### config.mk
export PLATFORM = sky130hd
export DESIGN_NAME = fifo_uart_tx_flat
export DESIGN_NICKNAME = d
export VERILOG_FILES = /design/src/rtl/fifo_uart_tx_if.sv /design/src/rtl/fifo_uart_tx.sv /design/src/flat_wrapper.sv
export SDC_FILE = /design/constraint.sdc
export NUM_CORES = 1
export LEC_CHECK = 0
export ABC_AREA = 0
export BUFFER_PORTS_ARGS = -buffer_cell sky130_fd_sc_hd__buf_2
export CAP_MARGIN = 15
export CELL_PAD_IN_SITES_DETAIL_PLACEMENT = 0
export CELL_PAD_IN_SITES_GLOBAL_PLACEMENT = 1
export CORE_ASPECT_RATIO = 1.2
export CORE_MARGIN = 4
export CORE_UTILIZATION = 35
export DETAILED_ROUTE_END_ITERATION = 10
export PLACE_DENSITY_LB_ADDON = 0.25
export SLEW_MARGIN = 20
export SYNTH_ARGS = -nofsm -noshare
export SYNTH_HDL_FRONTEND = slang
export SYNTH_SLANG_ARGS = --single-unit
### constraint.sdc
create_clock -name clk -period 1.7 [get_ports clk]
set_clock_uncertainty 0.15 [all_clocks]
set_input_delay 0.34 -clock clk [delete_from_list [all_inputs] [get_ports clk]]
set_output_delay 0.34 -clock clk [all_outputs]
set_load 0.05 [all_outputs]
### src/rtl/fifo_uart_tx_if.sv
// Read-port / serial-line bundle between the byte FIFO, the UART drainer and the pin.
interface fifo_uart_tx_if;
    logic       fifo_empty;
    logic [7:0] fifo_data;
    logic       fifo_rd_en;
    logic       tx;
    logic       busy;
    logic       tx_done;

    modport master (
        input  fifo_empty,
        input  fifo_data,
        output fifo_rd_en,
        output tx,
        output busy,
        output tx_done
    );

    modport slave (
        output fifo_empty,
        output fifo_data,
        input  fifo_rd_en,
        input  tx,
        input  busy,
        input  tx_done
    );
endinterface

### src/rtl/fifo_uart_tx.sv
// Drains the byte FIFO one entry at a time and shifts each byte out as an 8N1 UART frame.
module fifo_uart_tx #(
    parameter int unsigned CLKS_PER_BIT = 104
) (
    input  logic           clk,
    input  logic           rst,
    fifo_uart_tx_if.master bus
);

    localparam int unsigned CW = (CLKS_PER_BIT > 1) ? $clog2(CLKS_PER_BIT) : 1;
    localparam logic [CW-1:0] CYC_LAST = CW'(CLKS_PER_BIT - 1);

    typedef enum logic [2:0] {
        IDLE  = 3'd0,
        FETCH = 3'd1,
        LOAD  = 3'd2,
        START = 3'd3,
        DATA  = 3'd4,
        STOP  = 3'd5
    } state_t;

    state_t        state_q, state_d;
    logic [CW-1:0] cyc_q, cyc_d;
    logic [2:0]    bit_q, bit_d;
    logic [7:0]    shift_q, shift_d;
    logic          tx_q, tx_d;
    logic          rd_en_q, rd_en_d;
    logic          busy_q, busy_d;
    logic          done_q, done_d;

    // State, counters and every output are flops; outputs are derived from the next state.
    always_ff @(posedge clk or posedge rst) begin
        if (rst) begin
            state_q <= IDLE;
            cyc_q   <= '0;
            bit_q   <= '0;
            shift_q <= '0;
            tx_q    <= 1'b1;
            rd_en_q <= 1'b0;
            busy_q  <= 1'b0;
            done_q  <= 1'b0;
        end else begin
            state_q <= state_d;
            cyc_q   <= cyc_d;
            bit_q   <= bit_d;
            shift_q <= shift_d;
            tx_q    <= tx_d;
            rd_en_q <= rd_en_d;
            busy_q  <= busy_d;
            done_q  <= done_d;
        end
    end

    always_comb begin
        state_d = state_q;
        cyc_d   = cyc_q;
        bit_d   = bit_q;
        shift_d = shift_q;
        done_d  = 1'b0;

        case (state_q)
            IDLE: begin
                if (!bus.fifo_empty) state_d = FETCH;
            end
            FETCH: begin
                state_d = LOAD;
            end
            LOAD: begin
                shift_d = bus.fifo_data;
                cyc_d   = '0;
                state_d = START;
            end
            START: begin
                if (cyc_q == CYC_LAST) begin
                    cyc_d   = '0;
                    bit_d   = '0;
                    state_d = DATA;
                end else begin
                    cyc_d = cyc_q + CW'(1);
                end
            end
            DATA: begin
                if (cyc_q == CYC_LAST) begin
                    cyc_d   = '0;
                    shift_d = {1'b0, shift_q[7:1]};
                    if (bit_q == 3'd7) state_d = STOP;
                    else               bit_d   = bit_q + 3'd1;
                end else begin
                    cyc_d = cyc_q + CW'(1);
                end
            end
            STOP: begin
                if (cyc_q == CYC_LAST) begin
                    cyc_d   = '0;
                    done_d  = 1'b1;
                    state_d = IDLE;
                end else begin
                    cyc_d = cyc_q + CW'(1);
                end
            end
            default: begin
                state_d = IDLE;
            end
        endcase

        // Line level for the coming cycle; the shift register LSB is always the bit on the wire.
        tx_d = 1'b1;
        case (state_d)
            START:   tx_d = 1'b0;
            DATA:    tx_d = shift_d[0];
            default: tx_d = 1'b1;
        endcase

        rd_en_d = (state_d == FETCH);
        busy_d  = (state_d != IDLE);
    end

    assign bus.tx         = tx_q;
    assign bus.fifo_rd_en = rd_en_q;
    assign bus.busy       = busy_q;
    assign bus.tx_done    = done_q;

endmodule

### src/flat_wrapper.sv
// flat-port wrapper written by rule: the top's interface ports become plain ports
module fifo_uart_tx_flat 
#(
    parameter int unsigned CLKS_PER_BIT = 104
)
  (clk, rst, bus_fifo_empty, bus_fifo_data, bus_fifo_rd_en, bus_tx, bus_busy, bus_tx_done);
  fifo_uart_tx_if bus_i ();
  input  logic clk;
  input  logic rst;
  input wire logic [$bits(bus_i.fifo_empty)-1:0] bus_fifo_empty;
  input wire logic [$bits(bus_i.fifo_data)-1:0] bus_fifo_data;
  output wire logic [$bits(bus_i.fifo_rd_en)-1:0] bus_fifo_rd_en;
  output wire logic [$bits(bus_i.tx)-1:0] bus_tx;
  output wire logic [$bits(bus_i.busy)-1:0] bus_busy;
  output wire logic [$bits(bus_i.tx_done)-1:0] bus_tx_done;
  assign bus_i.fifo_empty = bus_fifo_empty;
  assign bus_i.fifo_data = bus_fifo_data;
  assign bus_fifo_rd_en = bus_i.fifo_rd_en;
  assign bus_tx = bus_i.tx;
  assign bus_busy = bus_i.busy;
  assign bus_tx_done = bus_i.tx_done;
  fifo_uart_tx #(.CLKS_PER_BIT(CLKS_PER_BIT)) u_core (.clk(clk), .rst(rst), .bus(bus_i));
endmodule
Word-level counts from Yosys, hierarchy flattened
Cells that the tools add are included.
- muxes and demuxes: 17
- $add $sub $neg: 2
- equal/unequal tests: 13
- reduce and logical (&&, ||, !) cells: 8
- operator list (cell ; number):
    $mux W3 ; 8
    $pmux W3 S6 ; 1
    $pmux W8 S2 ; 1
    $pmux W7 S2 ; 1
    $eq A3 B3 Y1 const B ; 4
    $eq A3 B2 Y1 const B ; 3
    $mux W8 ; 1
    $add A7 B1 Y7 const B ; 1
    $eq A7 B7 Y1 const B ; 1
    $mux W7 ; 1
    $eq A3 B1 Y1 const B ; 2
    $pmux W3 S2 ; 1
    $reduce_bool A2 Y1 ; 3
    $ne A2 B1 Y1 const B ; 2
    $reduce_and A4 Y1 ; 1
    $add A3 B1 Y3 const B ; 1
    $logic_not A3 Y1 ; 1
    $reduce_bool A3 Y1 ; 1
    $reduce_or A3 Y1 ; 1
    $mux W1 ; 2
    $ne A2 B2 Y1 const B ; 1
    $pmux W1 S2 ; 1
    $reduce_and A2 Y1 ; 1
- logic and storage cells: 49
- bits of input ports: 11
- register bits after elaboration: 25
- output and inout bits: 4

Logic depth before layout (Yosys ltp)
- word-level depth: 6
- depth in mapped cells: 6
- mapped depth without buffers: 6

Least setup slack after synthesis
No wires, ideal clock.
- path type: register -> register
- from: register u_core.cyc_q[0]
- to: register u_core.cyc_q[6]
- setup time: 0.066 ns
- clock period less this slack: 1.672 ns
- setup slack: 0.028 ns
- path buffers: 1
- stages on the path, launching flop included: 7
- arrival: 1.456 ns
- required time: 1.484 ns
- cells stage by stage: dfrtp_1 > ha_1 > and2_1 > clkbuf_1 > a22oi_2 > a21o_1 > a22o_1
- cells in the longest elaborated chain, start to end: 3
- elaborated cells on any way between the ends: 4
- classes of those cells: 1 x add/sub; 1 x eq/ne; 2 x mux
- RTL lines (element ; line ; text):
    start: declaration ; fifo_uart_tx.sv:23 ; logic [CW-1:0] cyc_q, cyc_d;
    start signal: assignment ; fifo_uart_tx.sv:44 ; cyc_q <= cyc_d;
    $add A7 B1 Y7 / $eq A7 B7 Y1 (equally long branches) ; - ;
    $mux W7 (*) ; fifo_uart_tx.sv:74, fifo_uart_tx.sv:83, fifo_uart_tx.sv:93 ;
    $pmux W7 S2 (*) ; fifo_uart_tx.sv:61 ; case (state_q)
Every way passes the cells marked *; elsewhere a longest branch is shown, timed or not.
A chain may end at the register's enable or synchronous reset.

Final worst setup path
- from: register u_core.state_q[2]
- to: register u_core.shift_q[1]
- cells in the longest elaborated chain, start to end: 3
- elaborated cells on any way between the ends: 6
- classes of those cells: 3 x eq/ne; 1 x mux; 2 x reduce/logical
- RTL lines (element ; line ; text):
    start: declaration ; fifo_uart_tx.sv:22 ; state_t state_q, state_d;
    start signal: assignment ; fifo_uart_tx.sv:43 ; state_q <= state_d;
    $eq A3 B3 Y1 / $eq A3 B2 Y1 (equally long branches) ; fifo_uart_tx.sv:61 ;
    $ne A2 B1 Y1 (no source line) / $reduce_bool A2 Y1 (equally long branches) ; - ;
    $reduce_and A2 Y1 (no source line) ; - ;
    end signal: assignment ; fifo_uart_tx.sv:46 ; shift_q <= shift_d;
    end: declaration ; fifo_uart_tx.sv:25 ; logic [7:0] shift_q, shift_d;
Parallel ways exist; a longest one is shown, timed or not.

==> qor_table.md <==
| Result | This run | Unit |
|---|---|---|
| Routed vias | 1049 | - |
| Met2 track demand over resource | 22.4 | % |
| Starting DRC count in detailed routing | 39 | - |
| Worst-path cell chain | or3b_4 > nor3_4 > buf_6 > a22o_1 > a21o_1 | - |
| N_diodes | 0 | - |
| Register area share after synthesis | 47.8 | % |
| Clock tree buffer depth | 2 | - |
| Vias in the first global route | 1065 | - |
| Die height | 75.1 | um |
| Number of iterations in the first detailed-routing pass | 3 | - |
| Category of the critical setup timing path | reg -> reg | - |
| Routed WL | 2.88 | mm |
| Clock period minus final worst setup slack | 1.66 | ns |
| Via/cell ratio | 5.07 | - |
| Fraction of power spent switching nets | 20.8 | % |
| Fraction of power consumed by the clock network | 35.1 | % |
| Transition at the pin with the smallest max-transition slack | 0.332 | ns |
| Area after DPL | 1560 | um^2 |
| Classification of the worst-slack hold path | in -> reg | - |
| DRC violation count after routing | 0 | - |
| Clock net sink count | 25 | - |
| Fraction of final layout cells with drive strength greater than 1 | 30.3 | % |
| Total count of hold-check failures in the final report | 0 | - |
| Yosys top cell area share | 45.8 | % |
| Flop pwr share | 61.1 | % |
| Nets | 170 | - |
| I/O Pins | 15 | - |
| Leakage power summed over all cells | 0.000771 | uW |
| Number of antenna violations at the first check in global routing | 0 | - |
| Unrepaired setup endpoints after global routing | yes | - |
| Critical-path maximum fanout | 6 | - |
| Number of buffers created by CTS | 3 | - |
| Clock tree from TritonCTS | built | - |
| Worst path buffer plus inverter count | 1 | - |
| Maxcap violations | 0 | - |
| Critical register-to-register path startpoint | u_core.state_q[2] | - |
| Cell taking the most area after synthesis | dfrtp_1 | - |
| Post-synthesis cell count | 124 | - |
| Horizontal extent of the die | 63.9 | um |
| Standard-cell row count | 24 | - |
| Largest cells by area after synthesis | dfrtp_1 (46%), a22o_1 (6.0%), mux2i_1 (4.6%) | - |
| Largest incremental delay on the critical path | 0.43 | ns |
| Most used routing layer | met2 | - |
| Starting density of the core | 36.1 | % |
| Post-synthesis net count | 138 | - |
| Syn_area_per_cell | 10.6 | um^2 |
| Startpoint type of the worst setup path | register | - |
| Crit end category | register | - |
| Post-Syn Area | 1310 | um^2 |
| Minimum hold slack | 0.107 | ns |
| Number of setup violations in the final report | 0 | - |
| Arrival time at the worst endpoint | 1.73 | ns |
| CP required | 1.76 | ns |
| Area growth from synthesis to layout | 25.2 | % |
| Commonest non-fill, non-tap cell in the layout | dfrtp_1 | - |
| H-tree depth reported by CTS | 1 | - |
| FMAX | 601 | MHz |
| CTS root buffer | clkbuf_8 | - |
| Combinational share of power | 3.8 | % |
| Most used cells in the layout excluding fill and tap cells | dfrtp_1 (24), buf_4 (16), buf_2 (14) | - |
| Pin count of the biggest net entering global routing | 26 | - |
| Count of different cell masters after synthesis | 43 | - |
| Slew HR | 77.9 | % |
| Routed wirelength normalized by instance count | 13.9 | um |
| Worst setup path startpoint | u_core.state_q[2] | - |
| HPWL after detailed placement | 2.10 | mm |
| Met1 Use GR | 15.8 | % |
| Cell Int Power | 790 | uW |
| Synthesized flop and latch total | 25 | - |
| Core region area | 3630 | um^2 |
| Gate family responsible for the most delay along the worst path | simple AND/OR/NAND/NOR gates | - |
| Clock latency at the later pin of the worst-skew pair | 0.26 | ns |
| Die footprint | 4790 | um^2 |
| Overflow after GRT | 0 | - |
| Crit-path slowest cell | or3b_4 | - |
| Input/output buffers | 14 | - |
| Worst voltage drop across the vdd grid | 0.234 | mV |
| Psw | 207 | uW |
| Max-slew violation count | 0 | - |
| Final ANT Viol Nets | 0 | - |
| Global-route wire length before repair | 4.72 | mm |
| Clock edge transition at the registers on the reported setup and hold paths | 0.09 | ns |
| Outcome | finished clean | - |
| Final-layout fill cell count | 369 | - |
| Ratio of total power to cell area | 607 | nW/um^2 |
| Routability Congestion | 0.798 | - |
| Non-Filler Cell Area, Final | 1640 | um^2 |
| Global routing usage on met3 | 1.64 | % |
| Crit share post-route | 97.9 | % |
| Yosys warnings | 0 | - |
| Launch point of the worst hold path | bus_fifo_empty | - |
| GR Util All Layers | 12.6 | % |
[cell families (layout without fill, tap and decap cells)]
family / after synthesis / count (layout) / share of synthesized area [%]
adders and majority gates: 3 / 3 / 2.86
AOI/OAI and AO/OA: 36 / 36 / 19.8
DFF: 25 / 25 / 47.8
and+or+nand+nor: 39 / 39 / 18.9
xor gates and xnor gates: 1 / 1 / 0.668
muxes: 8 / 8 / 6.30
buffers and inverters: 12 / 43 / 3.63
[area by class of cell]
cell class / count / area, um^2 / share of cell area (%)
well taps: 52 / 65.1 / 3.96
repair buffers: 33 / 231 / 14.1
flip-flops and latches: 25 / 627 / 38.2
inverters: 6 / 22.5 / 1.37
clock buffers: 4 / 45.0 / 2.74
multi-input cells: 87 / 651 / 39.6
[worst paths after layout]
check                                         to  slack (ns)  cells after the start
max                            u_core.shift_q[1]        0.04                      5
min in group asynchronous      u_core.shift_q[6]        0.51                      4
max reg2reg                    u_core.shift_q[1]        0.04                      5
max in group asynchronous          u_core.bus.tx        0.58                      4
min reg2reg                    u_core.shift_q[3]        0.34                      1
min                        u_core.bus.fifo_rd_en        0.11                      2
[worst reg2reg max path, cell delays in order, from the launching register on]
cell     delay, ns
dfrtp_1       0.42
or3b_4        0.43
nor3_4        0.23
buf_6         0.17
a22o_1        0.14
a21o_1        0.08
[power groups by stage]
stage          Combinational [uW]  Clock (uW)  Sequential, uW
4_1_cts                      39.4         369             609
3_3_place_gp                 36.2           0             620
6_report                     38.1         350             609
3_5_place_dp                 37.5           0             621
5_1_grt                      43.5         397             610
2_1_floorplan                17.9           0             619
[Yosys cell counts]
library cell	n
and4bb_2	1
ha_1	3
nor3_1	1
nand3b_1	1
nor3b_4	1
a21oi_1	6
nor3b_1	1
a221oi_1	1
nor4bb_1	1
buf_2	2
nor2_1	7
nor4_1	2
mux2i_1	6
mux2_2	1
o21ai_1	2
and3_1	3
clkbuf_1	3
o21ai_0	4
o221ai_1	1
and2_1	3
a22o_1	9
nor3_4	1
a311oi_1	1
dfrtp_1	24
a21o_1	7
nand3_1	2
a32oi_1	1
a211oi_1	1
xor2_1	1
or3b_4	1
buf_1	1
nand2b_1	2
o22ai_1	1
inv_1	6
o21a_1	1
nand2_1	8
dfstp_2	1
nand4bb_1	1
nor2_2	1
nor2b_1	1
mux2_1	1
a22oi_2	1
nand4_1	1
[flip-flops by register name, indices dropped and copies added (netlist names)]
signal                 cells
u_core.shift_q             8
u_core.bus.busy            1
u_core.bus.tx              1
u_core.bus.tx_done         1
u_core.state_q             3
u_core.cyc_q               7
u_core.bus.fifo_rd_en      1
u_core.bit_q               3
[metal layers]
metal / part of all wire (%) / routed length [um] / up-vias
met5: 0 / 0 / -
met4: 1.0 / 29 / 0
met3: 2.3 / 67 / 4
met2: 51 / 1460 / 11
met1: 46 / 1330 / 515
li1: - / - / 519
[stage by stage]
stage | cells | TNS, ns | utilization (%) | total power [uW] | setup slack (ns)
detailed placement | 201 | 0 | 43.0 | 658 | 0.00486
finish | 207 | 0 | 45.2 | 997 | 0.0351
floorplan | 124 | 0 | - | 637 | 0.0277
CTS | 206 | 0 | 44.6 | 1020 | 0.0199
global route | 207 | -0.369 | 45.2 | 1050 | -0.0636
global placement | 201 | 0 | 43.0 | 656 | 0.0400
[repair_timing]
item / in CTS / in global routing
pin swaps: 0 / 2
endpoints found under the hold margin: 24 / 0
endpoints found under the setup margin: 2 / 12
buffers inserted: 0 / 1
hold buffers: 1 / 0
gates resized for setup: 2 / 5
Note: power is estimated with default switching activity, not from simulation.
